File: src/rtl/servo_pkg.sv
// Shared servo timing constants for a 12 MHz system clock, plus a small
// helper for sizing channel index ports.
//   T_20MS                   : one servo frame in cycles
//   POS_1MS/POS_1P5MS/POS_2MS : standard pulse widths (full left/centre/right)
//   POS_OPEN/POS_CLOSE       : default positions used by the button logic
package servo_pkg;

    localparam int unsigned T_20MS    = 240000;
    localparam int unsigned POS_1MS   = 12000;
    localparam int unsigned POS_1P5MS = 18000;
    localparam int unsigned POS_2MS   = 24000;
    localparam int unsigned POS_OPEN  = POS_2MS;
    localparam int unsigned POS_CLOSE = POS_1MS;

    // Width of a channel index, never less than one bit.
    function automatic int unsigned ch_idx_w(input int unsigned n);
        return (n > 1) ? $clog2(n) : 1;
    endfunction

endpackage

File: src/rtl/servo_ramp_ch.sv
// One servo channel: target and applied pulse-width registers, slew-limited
// ramp toward the target once per frame, and registered PWM/moving outputs.
//   clk, rst   : clock, asynchronous active-high reset
//   ena_i      : global enable, gates the PWM output
//   cnt_i      : shared frame counter
//   upd_i      : last cycle of an enabled frame, applies one ramp step
//   wr_i       : load a new target (clamped) from wr_pos_i
//   servo_o    : PWM output, high while cnt < applied width (one cycle late)
//   moving_o   : high while applied width differs from target
module servo_ramp_ch
    import servo_pkg::*;
#(
    parameter int unsigned POS_W   = 18,
    parameter int unsigned POS_MIN = POS_1MS,
    parameter int unsigned POS_MAX = POS_2MS,
    parameter int unsigned POS_RST = POS_1P5MS,
    parameter int unsigned STEP    = 120
) (
    input  logic             clk,
    input  logic             rst,
    input  logic             ena_i,
    input  logic [POS_W-1:0] cnt_i,
    input  logic             upd_i,
    input  logic             wr_i,
    input  logic [POS_W-1:0] wr_pos_i,
    output logic             servo_o,
    output logic             moving_o
);

    localparam logic [POS_W-1:0] PosMin  = POS_W'(POS_MIN);
    localparam logic [POS_W-1:0] PosMax  = POS_W'(POS_MAX);
    localparam logic [POS_W-1:0] PosRst  = POS_W'(POS_RST);
    localparam logic [POS_W-1:0] StepLim = POS_W'(STEP);

    logic [POS_W-1:0] tgt_q, tgt_d;
    logic [POS_W-1:0] cur_q, cur_d;
    logic [POS_W-1:0] wr_clamped;
    logic             servo_q, moving_q;

    always_comb begin
        wr_clamped = wr_pos_i;
        if (wr_pos_i < PosMin) begin
            wr_clamped = PosMin;
        end else if (wr_pos_i > PosMax) begin
            wr_clamped = PosMax;
        end

        tgt_d = wr_i ? wr_clamped : tgt_q;

        // Ramp against the pre-write target; compare distances rather than
        // forming cur +/- STEP first so the subtract cannot wrap.
        cur_d = cur_q;
        if (upd_i) begin
            if (STEP == 0) begin
                cur_d = tgt_q;
            end else if (cur_q < tgt_q) begin
                cur_d = ((tgt_q - cur_q) > StepLim) ? cur_q + StepLim : tgt_q;
            end else if (cur_q > tgt_q) begin
                cur_d = ((cur_q - tgt_q) > StepLim) ? cur_q - StepLim : tgt_q;
            end
        end
    end

    always_ff @(posedge clk or posedge rst) begin
        if (rst) begin
            tgt_q    <= PosRst;
            cur_q    <= PosRst;
            servo_q  <= 1'b0;
            moving_q <= 1'b0;
        end else begin
            tgt_q    <= tgt_d;
            cur_q    <= cur_d;
            servo_q  <= ena_i && (cnt_i < cur_q);
            moving_q <= (cur_q != tgt_q);
        end
    end

    assign servo_o  = servo_q;
    assign moving_o = moving_q;

endmodule

File: src/rtl/servo_ramp_pwm.sv
// Multi-channel hobby-servo PWM generator with per-frame slew limiting.
// One shared frame counter drives N_CH servo_ramp_ch instances.
//   clk, rst   : clock, asynchronous active-high reset
//   ena        : global enable; low forces outputs low, holds cnt at 0
//   wr_en      : write strobe; wr_ch selects channel, wr_pos the new target
//   servo      : PWM outputs, one per channel
//   moving     : per-channel "applied width != target"
//   frame_tick : one-cycle pulse aligned with the first high PWM cycle
module servo_ramp_pwm
    import servo_pkg::*;
#(
    parameter int unsigned N_CH       = 4,
    parameter int unsigned CH_W       = ch_idx_w(N_CH),
    parameter int unsigned POS_W      = 18,
    parameter int unsigned PERIOD_CYC = T_20MS,
    parameter int unsigned POS_MIN    = POS_1MS,
    parameter int unsigned POS_MAX    = POS_2MS,
    parameter int unsigned POS_RST    = POS_1P5MS,
    parameter int unsigned STEP       = 120
) (
    input  logic             clk,
    input  logic             rst,
    input  logic             ena,
    input  logic             wr_en,
    input  logic [CH_W-1:0]  wr_ch,
    input  logic [POS_W-1:0] wr_pos,
    output logic [N_CH-1:0]  servo,
    output logic [N_CH-1:0]  moving,
    output logic             frame_tick
);

    if (N_CH < 1 || N_CH > 16) begin : g_bad_nch
        $error("servo_ramp_pwm: N_CH must be 1..16");
    end
    if (CH_W < ch_idx_w(N_CH)) begin : g_bad_chw
        $error("servo_ramp_pwm: CH_W too narrow for N_CH");
    end
    if (!(POS_MIN <= POS_RST && POS_RST <= POS_MAX && POS_MAX < PERIOD_CYC)) begin : g_bad_pos
        $error("servo_ramp_pwm: need POS_MIN <= POS_RST <= POS_MAX < PERIOD_CYC");
    end
    if ((64'(PERIOD_CYC) - 64'd1) >= (64'd1 << POS_W)) begin : g_bad_period
        $error("servo_ramp_pwm: PERIOD_CYC-1 does not fit in POS_W");
    end
    if ((64'(POS_MAX) + 64'(STEP)) >= (64'd1 << POS_W)) begin : g_bad_step
        $error("servo_ramp_pwm: POS_MAX+STEP does not fit in POS_W");
    end

    localparam logic [POS_W-1:0] CntLast = POS_W'(PERIOD_CYC - 1);

    logic [POS_W-1:0] cnt_q, cnt_d;
    logic             frame_tick_q;
    logic             upd;

    assign upd = ena && (cnt_q == CntLast);

    always_comb begin
        cnt_d = '0;
        if (ena && (cnt_q != CntLast)) begin
            cnt_d = cnt_q + POS_W'(1);
        end
    end

    always_ff @(posedge clk or posedge rst) begin
        if (rst) begin
            cnt_q        <= '0;
            frame_tick_q <= 1'b0;
        end else begin
            cnt_q        <= cnt_d;
            frame_tick_q <= ena && (cnt_q == '0);
        end
    end

    assign frame_tick = frame_tick_q;

    for (genvar i = 0; i < N_CH; i++) begin : g_ch
        // Equality against an in-range index also drops wr_ch >= N_CH.
        logic wr_sel;
        assign wr_sel = wr_en && (32'(wr_ch) == 32'(i));

        servo_ramp_ch #(
            .POS_W   (POS_W),
            .POS_MIN (POS_MIN),
            .POS_MAX (POS_MAX),
            .POS_RST (POS_RST),
            .STEP    (STEP)
        ) u_ch (
            .clk      (clk),
            .rst      (rst),
            .ena_i    (ena),
            .cnt_i    (cnt_q),
            .upd_i    (upd),
            .wr_i     (wr_sel),
            .wr_pos_i (wr_pos),
            .servo_o  (servo[i]),
            .moving_o (moving[i])
        );
    end

endmodule

File: config.mk
export PLATFORM = sky130hd
export DESIGN_NAME = servo_ramp_pwm
export DESIGN_NICKNAME = d
export VERILOG_FILES = /design/src/rtl/servo_pkg.sv /design/src/rtl/servo_ramp_ch.sv /design/src/rtl/servo_ramp_pwm.sv
export SDC_FILE = /design/constraint.sdc
export NUM_CORES = 1
export LEC_CHECK = 0
export ABC_AREA = 1
export CAP_MARGIN = 20
export CORE_UTILIZATION = 60
export DETAILED_ROUTE_END_ITERATION = 7
export PLACE_DENSITY = 0.77
export SLEW_MARGIN = 20
export SYNTH_ARGS = -nofsm -noshare
export SYNTH_HDL_FRONTEND = slang
export SYNTH_HIERARCHICAL = 1
export SYNTH_SLANG_ARGS = --single-unit
File: constraint.sdc
create_clock -name clk -period 3.85 [get_ports clk]
set_input_delay 0.5775 -clock clk [delete_from_list [all_inputs] [get_ports clk]]
set_output_delay 0.5775 -clock clk [all_outputs]
set_load 0.005 [all_outputs]
==> run_results.csv <==
group,metric,value,unit
outcome,outcome,"completed",
synthesis,number_of_flops_mapped_to_enable_cells_by_yosys,0,
cts,maximum_clock_path_buffer_count,2,
sta,period_needed,3.53,ns
setup_path,cpLargestDelayFamily,"simple AND/OR/NAND/NOR gates",
synthesis,ys_seq_area_frac,0.192,
pwr,power.leakage,0.0131,µW
sta,worst_clock_skew,0.0128,ns
setup_path,worstPathCellList,"inv_1 -> ha_1 -> nand2_2 -> nor2_1 -> inv_1 -> nor2_2 -> nand2_1 -> nand2_1 -> nand3_1 -> nand2_2 -> inv_1 -> o21ai_4 -> nand2_4 -> nand2_1 -> o21ai_1",
sta,setup_slack,0.318,ns
cts,cts_post_setup_buffers_inserted,0,
sta,rsz0062_at_grt,"false",
sta,fin_crit_sh,0.917,
finish,nFillCells,3490,
global_route,global_route_wire_length_before_repair,117000,µm
synthesis,synth.ff_latch_count,171,
synthesis,netlist_instances,3778,
setup_path,criticalPathCategory,"reg2reg",
cts,cts_made_buffers,17,
pwr,pd_cells,233,mW/mm²
floorplan,fp-row-count,70,
finish,antenna_cells,0,
floorplan,design.portCount,33,
synthesis,syn_nets,4024,
setup_path,critPathLaunchType,"flip-flop",
synthesis,synth_async_sr_flop_share,1.00,
sta,whs,0.524,ns
setup_path,cp_slowest_cell,"ha_1",
synthesis,syn_avg_cell_area,5.97,µm²
global_route,grt_start_max_net_pins,39,
floorplan,die_x,196,µm
pwr,ir_worst_vdd,297,µV
setup_path,critPathMaxFanout,19,
cts,clock_tree_from_tritoncts,"built",
routing,post_drt_via_cell_ratio,5.75,
placement,pre_cts_slack,0.406,ns
cts,cts-resized-gates,0,
pwr,share_clk_of_total_power,0.328,
synthesis,post_synth_instance_area,0.0226,mm²
floorplan,dieHeight,196,µm
finish,area_growth,6.19,%
floorplan,core,0.0368,mm²
cts,cts_hold_buffers,0,
pwr,switchingPower,2110,µW
synthesis,synth_top_flop_cell,"dfrtp_1",
setup_path,worst-endpoint-arrival,3.87,ns
cts,cts.sink_count,171,
routing,drt_first_iter_violations,2363,
sta,setup_violations,0,
routing,drt_pass1_iterations,8,
routing,wl_per_cell,17.0,µm
run,cap_violations,0,
sta,maxClockFrequency,283,MHz
placement,gp_routability_congestion,0.996,
worst_hold_path,hold_start,"g_ch[3].u_ch/tgt_q[14]",
global_route,gr-usage-all-layers,0.379,
routing,post-route-drc-count,0,
global_route,global_route.overflow_total,0,
sta,slew_headroom,0.466,
floorplan,floorplan.initialDensity,0.614,
cts,clock_insertion_delay_worst_skew,0.46,ns
sta,tightestPinTransition,0.798,ns
routing,drt-total-wl,72400,µm
routing,routed-via-count,24500,
routing,drt.antenna.violating_nets,0,
cts,cts.reportedPaths.clkPinSlew,0.07,ns
worst_hold_path,hold_path_class,"reg2reg",
cts,deepest_level_of_the_cts_h_tree,4,
synthesis,yosysUniqueCellTypes,44,
finish,design.final.nets,4031,
sta,hold_viol_final,0,
synthesis,synth.yosys.warnings,6,
global_route,initial_antenna_violation_count,0,
pwr,power_report.internal_total,3470,µW
setup_path,rr_startpoint,"g_ch[3].u_ch/tgt_q[12]",
setup_path,nature_of_the_critical_path_endpoint,"flip-flop",
sta,slew_violations,0,
pwr,power.switching_fraction,0.378,
pwr,total_chip_power,5570,µW
sta,tns,0,ns
placement,numPortBuffers,32,
setup_path,critical_path_required,4.18,ns
placement,place.detailed.hpwl,57700,µm
global_route,vias_in_the_first_global_route,23200,
finish,final_layout_size_suffix_gt1_frac,0.0769,
floorplan,die-area,0.0384,mm²
setup_path,cp_num_buf_inv,3,
pwr,power.share.sequential,0.353,
setup_path,timing.critical_path.from,"g_ch[3].u_ch/tgt_q[12]",
cts,master_cell_of_the_clock_root_buffer,"clkbuf_16",
setup_path,critical-path-max-stage-delay,0.48,ns
pwr,power.share.combinational,0.319,
[registers in the layout, indices dropped and copies added, names as in the netlist]
name and cells:
frame_tick 1, g_ch.u_ch/servo_o 4, g_ch.u_ch/tgt_q 72, g_ch.u_ch/cur_q 72
g_ch.u_ch/moving_o 4, cnt_q 18
[cells in the mapped netlist, types with 8 or more instances]
cell type  instances  area share
nand2_1         1284        0.21
inv_1            559       0.093
nand3_1          391       0.087
nor2_1           285       0.047
ha_1             218        0.12
a21oi_1          157       0.035
dfrtp_1          131        0.15
xor2_1           113       0.044
nand4_1           90       0.025
nor3_1            87       0.019
o21ai_0           82       0.018
nand2_2           58       0.016
inv_2             42      0.0070
dfstp_2           40       0.047
buf_2             38      0.0084
nor2_2            31      0.0086
clkbuf_1          29      0.0048
o32ai_1           16      0.0062
o21ai_1           14      0.0031
nor2_4            11      0.0055
o21bai_1          10      0.0033
nand3_2            8      0.0035
nor4_1             8      0.0022
[cell type report]
type                            instances  area, µm²  share of cell area
Clock buffer                           21        470              0.0196
Clock inverter                         11        134             0.00559
Inverter                              601       2260              0.0941
Multi-Input combinational cell       2928      15600               0.652
Sequential cell                       171       4330               0.181
Tap cell                              468        586              0.0244
Timing Repair Buffer                   66        576              0.0240
[worst min-delay path: stages (launching register included)]
cell	delay (ns)
dfstp_2	0.38
nand3_1	0.08
nand3_1	0.06
[path summary, 6_finish.rpt]
| path | to | slack, ns | cells past startpoint |
|---|---|---|---|
| max in group asynchronous | cnt_q[10] | 2.51 | 2 |
| setup reg to reg | g_ch[3].u_ch/cur_q[2] | 0.32 | 15 |
| hold / removal | g_ch[3].u_ch/cur_q[14] | 0.52 | 2 |
| min in group asynchronous | g_ch[3].u_ch/moving_o | 0.81 | 3 |
| hold reg to reg | g_ch[3].u_ch/cur_q[14] | 0.52 | 2 |
| setup / recovery | g_ch[3].u_ch/cur_q[2] | 0.32 | 15 |
[layout by cell type, fill, tap and decap left out, drive strengths merged, types with 2 or more instances in the layout]
cell,Yosys,layout
ha,218,218
o32ai,16,16
fa,4,4
a21oi,162,162
nand2,1348,1348
nor3,92,92
o21bai,10,10
buf,49,34
o211ai,4,4
nor2,333,333
dfrtp,131,131
clkbuf,29,21
dfstp,40,40
nand4,90,90
xor2,113,113
bufinv,0,2
a211oi,5,5
xnor2,5,5
o21ai,102,102
nor4,8,8
nand3b,2,2
clkinv,0,5
nand3,404,404
clkdlybuf4s50,0,32
o41ai,3,3
o21a,5,5
inv,601,604
[kinds of logic after synthesis]
kind of cell / share of synthesized area
xor gates and xnor gates: 0.0458
buffers and inverters: 0.117
DFF: 0.192
adders and majority gates: 0.124
and+or+nand+nor: 0.444
AOI/OAI and AO/OA: 0.0771
[power by group through the flow]
stage / Clock (µW) / Combinational [µW] / Sequential, µW
5_1_grt: 1930 / 1990 / 1980
2_1_floorplan: 0 / 1280 / 1970
3_5_place_dp: 0 / 1730 / 2000
4_1_cts: 1850 / 1740 / 1970
3_3_place_gp: 0 / 1700 / 1990
6_report: 1830 / 1780 / 1970
[through the flow]
step,utilization,std cells,area (µm²)
finish,0.652,4266,24000
global route,0.652,4266,24000
CTS,0.652,4266,24000
detailed placement,0.635,4234,23400
global placement,0.635,4234,23400
floorplan,-,3778,22600
[metal layers]
layer,track usage,vias up,routed length (µm)
li1,-,12000,-
met1,0.494,11300,30500
met2,0.640,1096,33700
met3,0.0517,189,5780
met4,0.140,0,2390
met5,0,-,0
No activity file was read; power rests on OpenSTA's default activity.
